===== config.mk =====
export PLATFORM = sky130hd
export DESIGN_NAME = multiply_control_flat
export DESIGN_NICKNAME = d
export VERILOG_FILES = /design/src/rtl/multiply_control_if.sv /design/src/rtl/multiply_control.sv /design/src/flat_wrapper.sv
export SDC_FILE = /design/constraint.sdc
export NUM_CORES = 1
export LEC_CHECK = 0
export CAP_MARGIN = 20
export CORE_MARGIN = 2
export CORE_UTILIZATION = 35
export CTS_CLUSTER_SIZE = 28
export DETAILED_ROUTE_END_ITERATION = 10
export HOLD_SLACK_MARGIN = 0.02
export PLACE_DENSITY = 0.63
export SLEW_MARGIN = 20
export SYNTH_ARGS = -nofsm -noshare
export SYNTH_HDL_FRONTEND = slang
export SYNTH_SLANG_ARGS = --single-unit

===== constraint.sdc =====
create_clock -name Clk -period 2.45 [get_ports Clk]
set_input_delay 0.3675 -clock Clk [delete_from_list [all_inputs] [get_ports Clk]]
set_output_delay 0.3675 -clock Clk [all_outputs]
set_load 0.005 [all_outputs]

===== src/rtl/multiply_control_if.sv =====
// Switch/button inputs, external adder hookup and display outputs of the
// add/shift multiplier sequencer, grouped for a single port.
interface multiply_control_if #(
   parameter int WIDTH = 8
);
   logic             Run;
   logic             ClearA_LoadB;
   logic [WIDTH-1:0] S;
   logic [WIDTH-1:0] adder_a;
   logic [WIDTH-1:0] adder_b;
   logic             adder_cin;
   logic [WIDTH-1:0] adder_sum;
   logic             adder_x;
   logic [WIDTH-1:0] Aval;
   logic [WIDTH-1:0] Bval;
   logic             Xval;
   logic             Done;

   modport master (
      output Run, ClearA_LoadB, S, adder_sum, adder_x,
      input  adder_a, adder_b, adder_cin, Aval, Bval, Xval, Done
   );

   modport slave (
      input  Run, ClearA_LoadB, S, adder_sum, adder_x,
      output adder_a, adder_b, adder_cin, Aval, Bval, Xval, Done
   );
endinterface


===== src/rtl/multiply_control.sv =====
// Sequencer for the signed add/shift multiplier; product lands in {A,B}, sign in X.
// Latency: Run sampled in IDLE, 2*WIDTH ADD/SHIFT cycles, then HOLD with Done=1.
// No backpressure: Run is a level; HOLD waits for Run to drop before re-arming.
module multiply_control #(
   parameter int WIDTH = 8
) (
   input  logic              Clk,
   input  logic              Reset_n,
   multiply_control_if.slave bus
);
   localparam int CW = (WIDTH > 1) ? $clog2(WIDTH) : 1;

   typedef enum logic [1:0] {IDLE, ADD, SHIFT, HOLD} state_t;

   state_t           state, state_n;
   logic             x, x_n;
   logic [WIDTH-1:0] a, a_n;
   logic [WIDTH-1:0] b, b_n;
   logic [WIDTH-1:0] m, m_n;
   logic [CW-1:0]    cnt, cnt_n;
   logic             last;

   always_ff @(posedge Clk or negedge Reset_n) begin
      if (!Reset_n) begin
         state <= IDLE;
         x     <= 1'b0;
         a     <= '0;
         b     <= '0;
         m     <= '0;
         cnt   <= '0;
      end else begin
         state <= state_n;
         x     <= x_n;
         a     <= a_n;
         b     <= b_n;
         m     <= m_n;
         cnt   <= cnt_n;
      end
   end

   assign last = (cnt == CW'(WIDTH - 1));

   always_comb begin
      state_n = state;
      x_n     = x;
      a_n     = a;
      b_n     = b;
      m_n     = m;
      cnt_n   = cnt;
      case (state)
         IDLE: begin
            // Run wins over ClearA_LoadB; B is kept so products can be chained.
            if (bus.Run) begin
               a_n     = '0;
               x_n     = 1'b0;
               m_n     = bus.S;
               cnt_n   = '0;
               state_n = ADD;
            end else if (bus.ClearA_LoadB) begin
               a_n = '0;
               x_n = 1'b0;
               b_n = bus.S;
            end
         end
         ADD: begin
            if (b[0]) begin
               a_n = bus.adder_sum;
               x_n = bus.adder_x;
            end
            state_n = SHIFT;
         end
         SHIFT: begin
            a_n = {x, a[WIDTH-1:1]};
            b_n = {a[0], b[WIDTH-1:1]};
            if (last) begin
               state_n = HOLD;
            end else begin
               cnt_n   = cnt + CW'(1);
               state_n = ADD;
            end
         end
         HOLD: begin
            if (!bus.Run) state_n = IDLE;
         end
         default: state_n = IDLE;
      endcase
   end

   // The multiplier's sign bit carries negative weight, so the last step subtracts M.
   assign bus.adder_a   = a;
   assign bus.adder_b   = last ? ~m : m;
   assign bus.adder_cin = last;
   assign bus.Aval      = a;
   assign bus.Bval      = b;
   assign bus.Xval      = x;
   assign bus.Done      = (state == HOLD);
endmodule


===== src/flat_wrapper.sv =====
// flat-port wrapper written by rule: the top's interface ports become plain ports
module multiply_control_flat 
#(
   parameter int WIDTH = 8
)
  (Clk, Reset_n, bus_Run, bus_ClearA_LoadB, bus_S, bus_adder_sum, bus_adder_x, bus_adder_a, bus_adder_b, bus_adder_cin, bus_Aval, bus_Bval, bus_Xval, bus_Done);
  multiply_control_if #(.WIDTH(WIDTH)) bus_i ();
  input  logic Clk;
  input  logic Reset_n;
  input wire logic [$bits(bus_i.Run)-1:0] bus_Run;
  input wire logic [$bits(bus_i.ClearA_LoadB)-1:0] bus_ClearA_LoadB;
  input wire logic [$bits(bus_i.S)-1:0] bus_S;
  input wire logic [$bits(bus_i.adder_sum)-1:0] bus_adder_sum;
  input wire logic [$bits(bus_i.adder_x)-1:0] bus_adder_x;
  output wire logic [$bits(bus_i.adder_a)-1:0] bus_adder_a;
  output wire logic [$bits(bus_i.adder_b)-1:0] bus_adder_b;
  output wire logic [$bits(bus_i.adder_cin)-1:0] bus_adder_cin;
  output wire logic [$bits(bus_i.Aval)-1:0] bus_Aval;
  output wire logic [$bits(bus_i.Bval)-1:0] bus_Bval;
  output wire logic [$bits(bus_i.Xval)-1:0] bus_Xval;
  output wire logic [$bits(bus_i.Done)-1:0] bus_Done;
  assign bus_i.Run = bus_Run;
  assign bus_i.ClearA_LoadB = bus_ClearA_LoadB;
  assign bus_i.S = bus_S;
  assign bus_i.adder_sum = bus_adder_sum;
  assign bus_i.adder_x = bus_adder_x;
  assign bus_adder_a = bus_i.adder_a;
  assign bus_adder_b = bus_i.adder_b;
  assign bus_adder_cin = bus_i.adder_cin;
  assign bus_Aval = bus_i.Aval;
  assign bus_Bval = bus_i.Bval;
  assign bus_Xval = bus_i.Xval;
  assign bus_Done = bus_i.Done;
  multiply_control #(.WIDTH(WIDTH)) u_core (.Clk(Clk), .Reset_n(Reset_n), .bus(bus_i));
endmodule

# ---- Word level (Yosys, flattened, before mapping)
# Index checks and enable logic that the tools add are counted.
dict set report classes {
  bitwise 1
  n_reduce_logical 10
  n_addsub 1
  mux 19
  n_eq_ne 11
}
# operator n
set op_table {}
lappend op_table {{two-way mux 8 bit} 6}
lappend op_table {{one-hot mux 8 bit (3 select lines)} 1}
lappend op_table {{one-hot mux 8 bit (2 select lines)} 1}
lappend op_table {{AND reduction 3 bit} 4}
lappend op_table {{!= test 2 bit, second input constant} 5}
lappend op_table {{NOT 8 bit} 1}
lappend op_table {{one-hot mux 2 bit (4 select lines)} 1}
lappend op_table {{two-way mux 2 bit} 3}
lappend op_table {{two-way mux 3 bit} 2}
lappend op_table {{one-hot mux 3 bit (2 select lines)} 1}
lappend op_table {{== test 2 bit, second input constant} 2}
lappend op_table {{AND reduction 2 bit} 2}
lappend op_table {{nonzero test 2 bit} 2}
lappend op_table {{adder 3 x 1 -> 3 bit, second input constant} 1}
lappend op_table {{== test 3 bit, second input constant} 1}
lappend op_table {{two-way mux 1 bit} 3}
lappend op_table {{!= test 3 bit, second input constant} 1}
lappend op_table {{nonzero test 3 bit} 1}
lappend op_table {{== test 2 x 1 -> 1 bit, second input constant} 1}
lappend op_table {{logical NOT 2 bit} 1}
lappend op_table {{!= test 2 x 1 -> 1 bit, second input constant} 1}
lappend op_table {{one-hot mux 1 bit (2 select lines)} 1}
dict set report totals {
  ff_bits 30
  in_bits 21
  out_inout_bits 35
}

# ---- Longest topological paths before layout
dict set report logic_depth {
  word_depth 3
  mapped_depth 6
  mapped_depth_nobuf 5
}

# ---- Least setup slack after synthesis
# No wires, ideal clock.
dict set report synth_path {
  path_kind {reg-to-reg}
  startpoint {register u_core.state[0]}
  endpoint {register u_core.a[0] (netlist: u_core.bus.Aval[0])}
  path_stages_with_launch 7
  path_slack_ns 0.706
  t_arrival_ns 1.620
  setup_time_ns 0.125
  t_required_ns 2.325
  period_less_slack_ns 1.744
  cell_sequence {dfrtp_1 -> inv_1 -> ha_1 -> buf_6 -> nor3b_4 -> nor3_4 -> mux2_2}
}
dict set report synth_via {
  elab_chain_cells 3
  elab_cells_between_ends 8
}
# element line_no
set synth_lines {}
lappend synth_lines {{start, declared} multiply_control.sv:15} ;# state_t state, state_n;
lappend synth_lines {{start signal, assigned} multiply_control.sv:32} ;# state <= state_n;
lappend synth_lines {{== test 2 x 1 -> 1 bit (tied with other cells)} multiply_control.sv:50} ;# case (state)
lappend synth_lines {{!= test 2 x 1 -> 1 bit (no line) (tied with other cells)} --}
lappend synth_lines {{AND reduction 3 bit (no line)} --}
lappend synth_lines {{end signal, assigned} multiply_control.sv:34} ;# a <= a_n;
lappend synth_lines {{end, declared} multiply_control.sv:17} ;# logic [WIDTH-1:0] a, a_n;
# Parallel ways exist; a longest one is shown, timed or not.
# A chain may end at the register's enable or synchronous reset.

# ---- Final worst setup path
dict set report layout_path {
  startpoint {register u_core.cnt[0]}
  endpoint {output port bus_adder_b[7]}
}
dict set report layout_via {
  elab_chain_cells 2
}
# element line_no
set layout_lines {}
lappend layout_lines {{start, declared} multiply_control.sv:20} ;# logic [CW-1:0] cnt, cnt_n;
lappend layout_lines {{start signal, assigned} multiply_control.sv:37} ;# cnt <= cnt_n;
lappend layout_lines {{== test 3 bit} multiply_control.sv:41} ;# assign last = (cnt == CW'(WIDTH - 1));
lappend layout_lines {{two-way mux 8 bit} multiply_control.sv:91} ;# assign bus.adder_b = last ? ~m : m;
lappend layout_lines {{end, declared} flat_wrapper.sv:16} ;# output wire logic [$bits(bus_i.adder_b)-1:0] bus_adder_b;
# Every way passes these cells.

==> reports/qor.txt <==
EDFF count, synth: 0
reg2reg end: u_core.bus.Aval[0]
R2R Setup Slk: 0.47 ns
Layout Skew: 0.00832 ns
slowest stage delay, CP: 0.53 ns
R2R depth: 5
clk_lat worst skew: 0.28 ns
# rows: 25
slowest CP cell: clkdlybuf4s50_1
top cells by area, synth: dfrtp_1 44%, mux2_2 21%, ha_1 5.9%
CP Buf/Inv Count: 1
Final Slew Violations: 0
WP data required: 2.08 ns
Die W: 73.8 microns
buffer levels on the longest clock path: 2
FF+latch area: 751 sq um
Tot GR Track Use: 0.147
top-count cell post-synth: mux2_2
most common flop cell mapped by yosys: dfrtp_1
minimum clock period: 2.27 ns
routed vias: 1,236
clk slew on worst S/H paths: 0.07 ns
sequential element share of the synthesized area: 0.441
fraction of layout cells with a size suffix above 1: 0.246
Net Sw Frac: 0.327
Max Fclk: 440 MHz
clock share of power: 0.159
fin util: 0.505
max_cap viols: 0
worst-margin pin slew: 0.518 ns
port buffer count: 55
FF+latch count, synth: 30
die area: 5440 sq um
initial drt markers: 57
leading area contributor after synthesis: dfrtp_1
postcts setup bufs: 0
WL/cell: 14.2 microns
CP startpoint kind: flip-flop
Flop pwr share: 0.307
Final GP Congestion: 0.718
power per standard cell area: 1300 nW/um^2
ANT cells: 0
Total Nets Final: 219
Min Hold Slack: 0.470 ns
final-report hold violation count: 0
Core Region: 4720 sq um
CTS sink cnt: 30
syn avg cell area: 12.3 sq um
pin count of the biggest net entering global routing: 31
status: finished clean
Antenna Nets Post-Route: 0
Initial Utilization: 0.361
htree depth: 2
Hold Path Class: in2async
Max FO, Critical Path: 16
DRC errors left: 0
vias in the first global route: 1,265
reg-to-reg startpoint: u_core.state[1]
Post-Layout Cell Count: 258
Synth warnings: 0
root cell of the clock tree: clkbuf_8
critical path launch point: u_core.cnt[0]
Post-CTS Hold Fix Bufs: 0
num ports: 56
Psw: 1.01 mW
count of final setup violators: 0
unrepaired setup endpoints after global routing: no
DRT Wirelength: 3680 microns
Die Y: 73.8 microns
Cells after Synth: 139
relative slew slack: 0.655
list of most frequent post-synthesis cells: 32 x mux2_2, 30 x dfrtp_1, 11 x nor2b_1
Synth top area share: 0.441
global-route wire length before repair: 6120 microns
critical path cell sequence: ha_1 > ha_4 > xor2_1 > clkdlybuf4s50_1
kind of critical path: reg2out
CP delay by family, top: buffers and inverters
total power: 3.09 mW
CTS buffer count: 5
Cell Area, Synth: 1700 sq um
internal cell power: 2.08 mW
Fin Setup TNS: 0 ns
TritonCTS clock tree: yes
Async SR Flop Fraction: 1.00
Final period util: 0.927
critical path arrival: 1.90 ns
worst IR drop on VDD: 0.505 mV
initial antenna violation count: 0
Pleak: 1.01 nW
Gate power share: 0.533
drt pass-1 iters: 4
Area growth, synth to finish: 39.9%
Unique masters post-synth: 26
HPWL Detailed: 2680 microns
multi-input logic area: 868 sq um
Fillers: 409
Net Count, Synth: 168
grt total ovfl: 0
Crit. End Element: output pin
routed via count divided by cell count: 4.79
placed cells: 250
cell families (layout without fill, tap and decap cells):
family / Yosys count / in the layout / share of synthesized area
fa+ha+maj: 8 / 8 / 0.0587
compound gates: 21 / 21 / 0.0837
flops: 30 / 30 / 0.441
simple gates: 23 / 23 / 0.0881
xor+xnor: 8 / 8 / 0.0411
mux: 34 / 34 / 0.231
buf+inv: 15 / 67 / 0.0573
stage by stage:
stage / instance area (sq um) / worst slack [ns]
final: 2380 / 0.179
after global routing: 2380 / 0.103
after CTS: 2370 / 0.0659
after detailed placement: 2260 / 0.180
after global placement: 2260 / 0.239
after floorplan: 1700 / 0.706
area by class of cell:
class / instances / area share
Multi-Input combinational cell: 94 / 0.364
Clock buffer: 5 / 0.0289
Timing Repair Buffer: 57 / 0.237
Inverter: 2 / 0.00315
Clock inverter: 3 / 0.0168
Tap cell: 67 / 0.0352
Sequential cell: 30 / 0.315
power groups by stage:
stage                     Sequential [mW]  Combinational [mW]  Clock, mW
after global placement              0.947                1.63          0
after detailed placement            0.956                1.66          0
after CTS                           0.950                1.67      0.508
after floorplan                     0.923               0.996          0
final                               0.950                1.65      0.492
after global routing                0.993                1.81      0.532
worst max path at each step:
| stage | end | slack [ns] | depth (start not counted) |
|---|---|---|---|
| after floorplan | u_core.bus.Aval[0] | 0.71 | 6 |
| after global placement | bus_adder_b[7] | 0.24 | 4 |
| after detailed placement | bus_adder_b[6] | 0.18 | 4 |
| after CTS | bus_adder_b[7] | 0.07 | 4 |
| after global routing | bus_adder_b[6] | 0.10 | 4 |
| final | bus_adder_b[7] | 0.18 | 4 |
registers in the layout, summed over array words and instances (netlist names):
| signal | flops |
|---|---|
| u_core.cnt | 3 |
| u_core.bus.Bval | 8 |
| u_core.state | 2 |
| u_core.m | 8 |
| u_core.bus.Aval | 8 |
| u_core.bus.Xval | 1 |
cells in the final DEF (no fill, tap or decap), types with 2 or more instances in the layout:
cell type,netlist,layout
clkdlybuf4s50_1,0,55
mux2_2,32,32
dfrtp_1,30,30
nor2b_1,11,11
xor2_1,8,8
a22oi_1,8,8
ha_1,8,7
o21ai_0,6,6
nand2_1,5,5
clkbuf_8,0,5
a22o_1,3,3
inv_1,2,2
nand2b_1,2,2
clkinv_2,0,2
buf_4,8,2
metal layers:
layer,track usage,vias up,share of wire
li1,-,582,-
met1,0.184,624,0.43
met2,0.252,25,0.51
met3,0.0288,5,0.041
met4,0.0485,0,0.013
met5,0,-,0
what timing repair did:
item | 4_1_cts | 5_1_grt
pin swaps | 0 | 0
hold endpoints to repair | 0 | 0
gates resized for setup | 1 | 1
endpoints found under the setup margin | 9 | 2
Power figures use the tool's default switching activity.
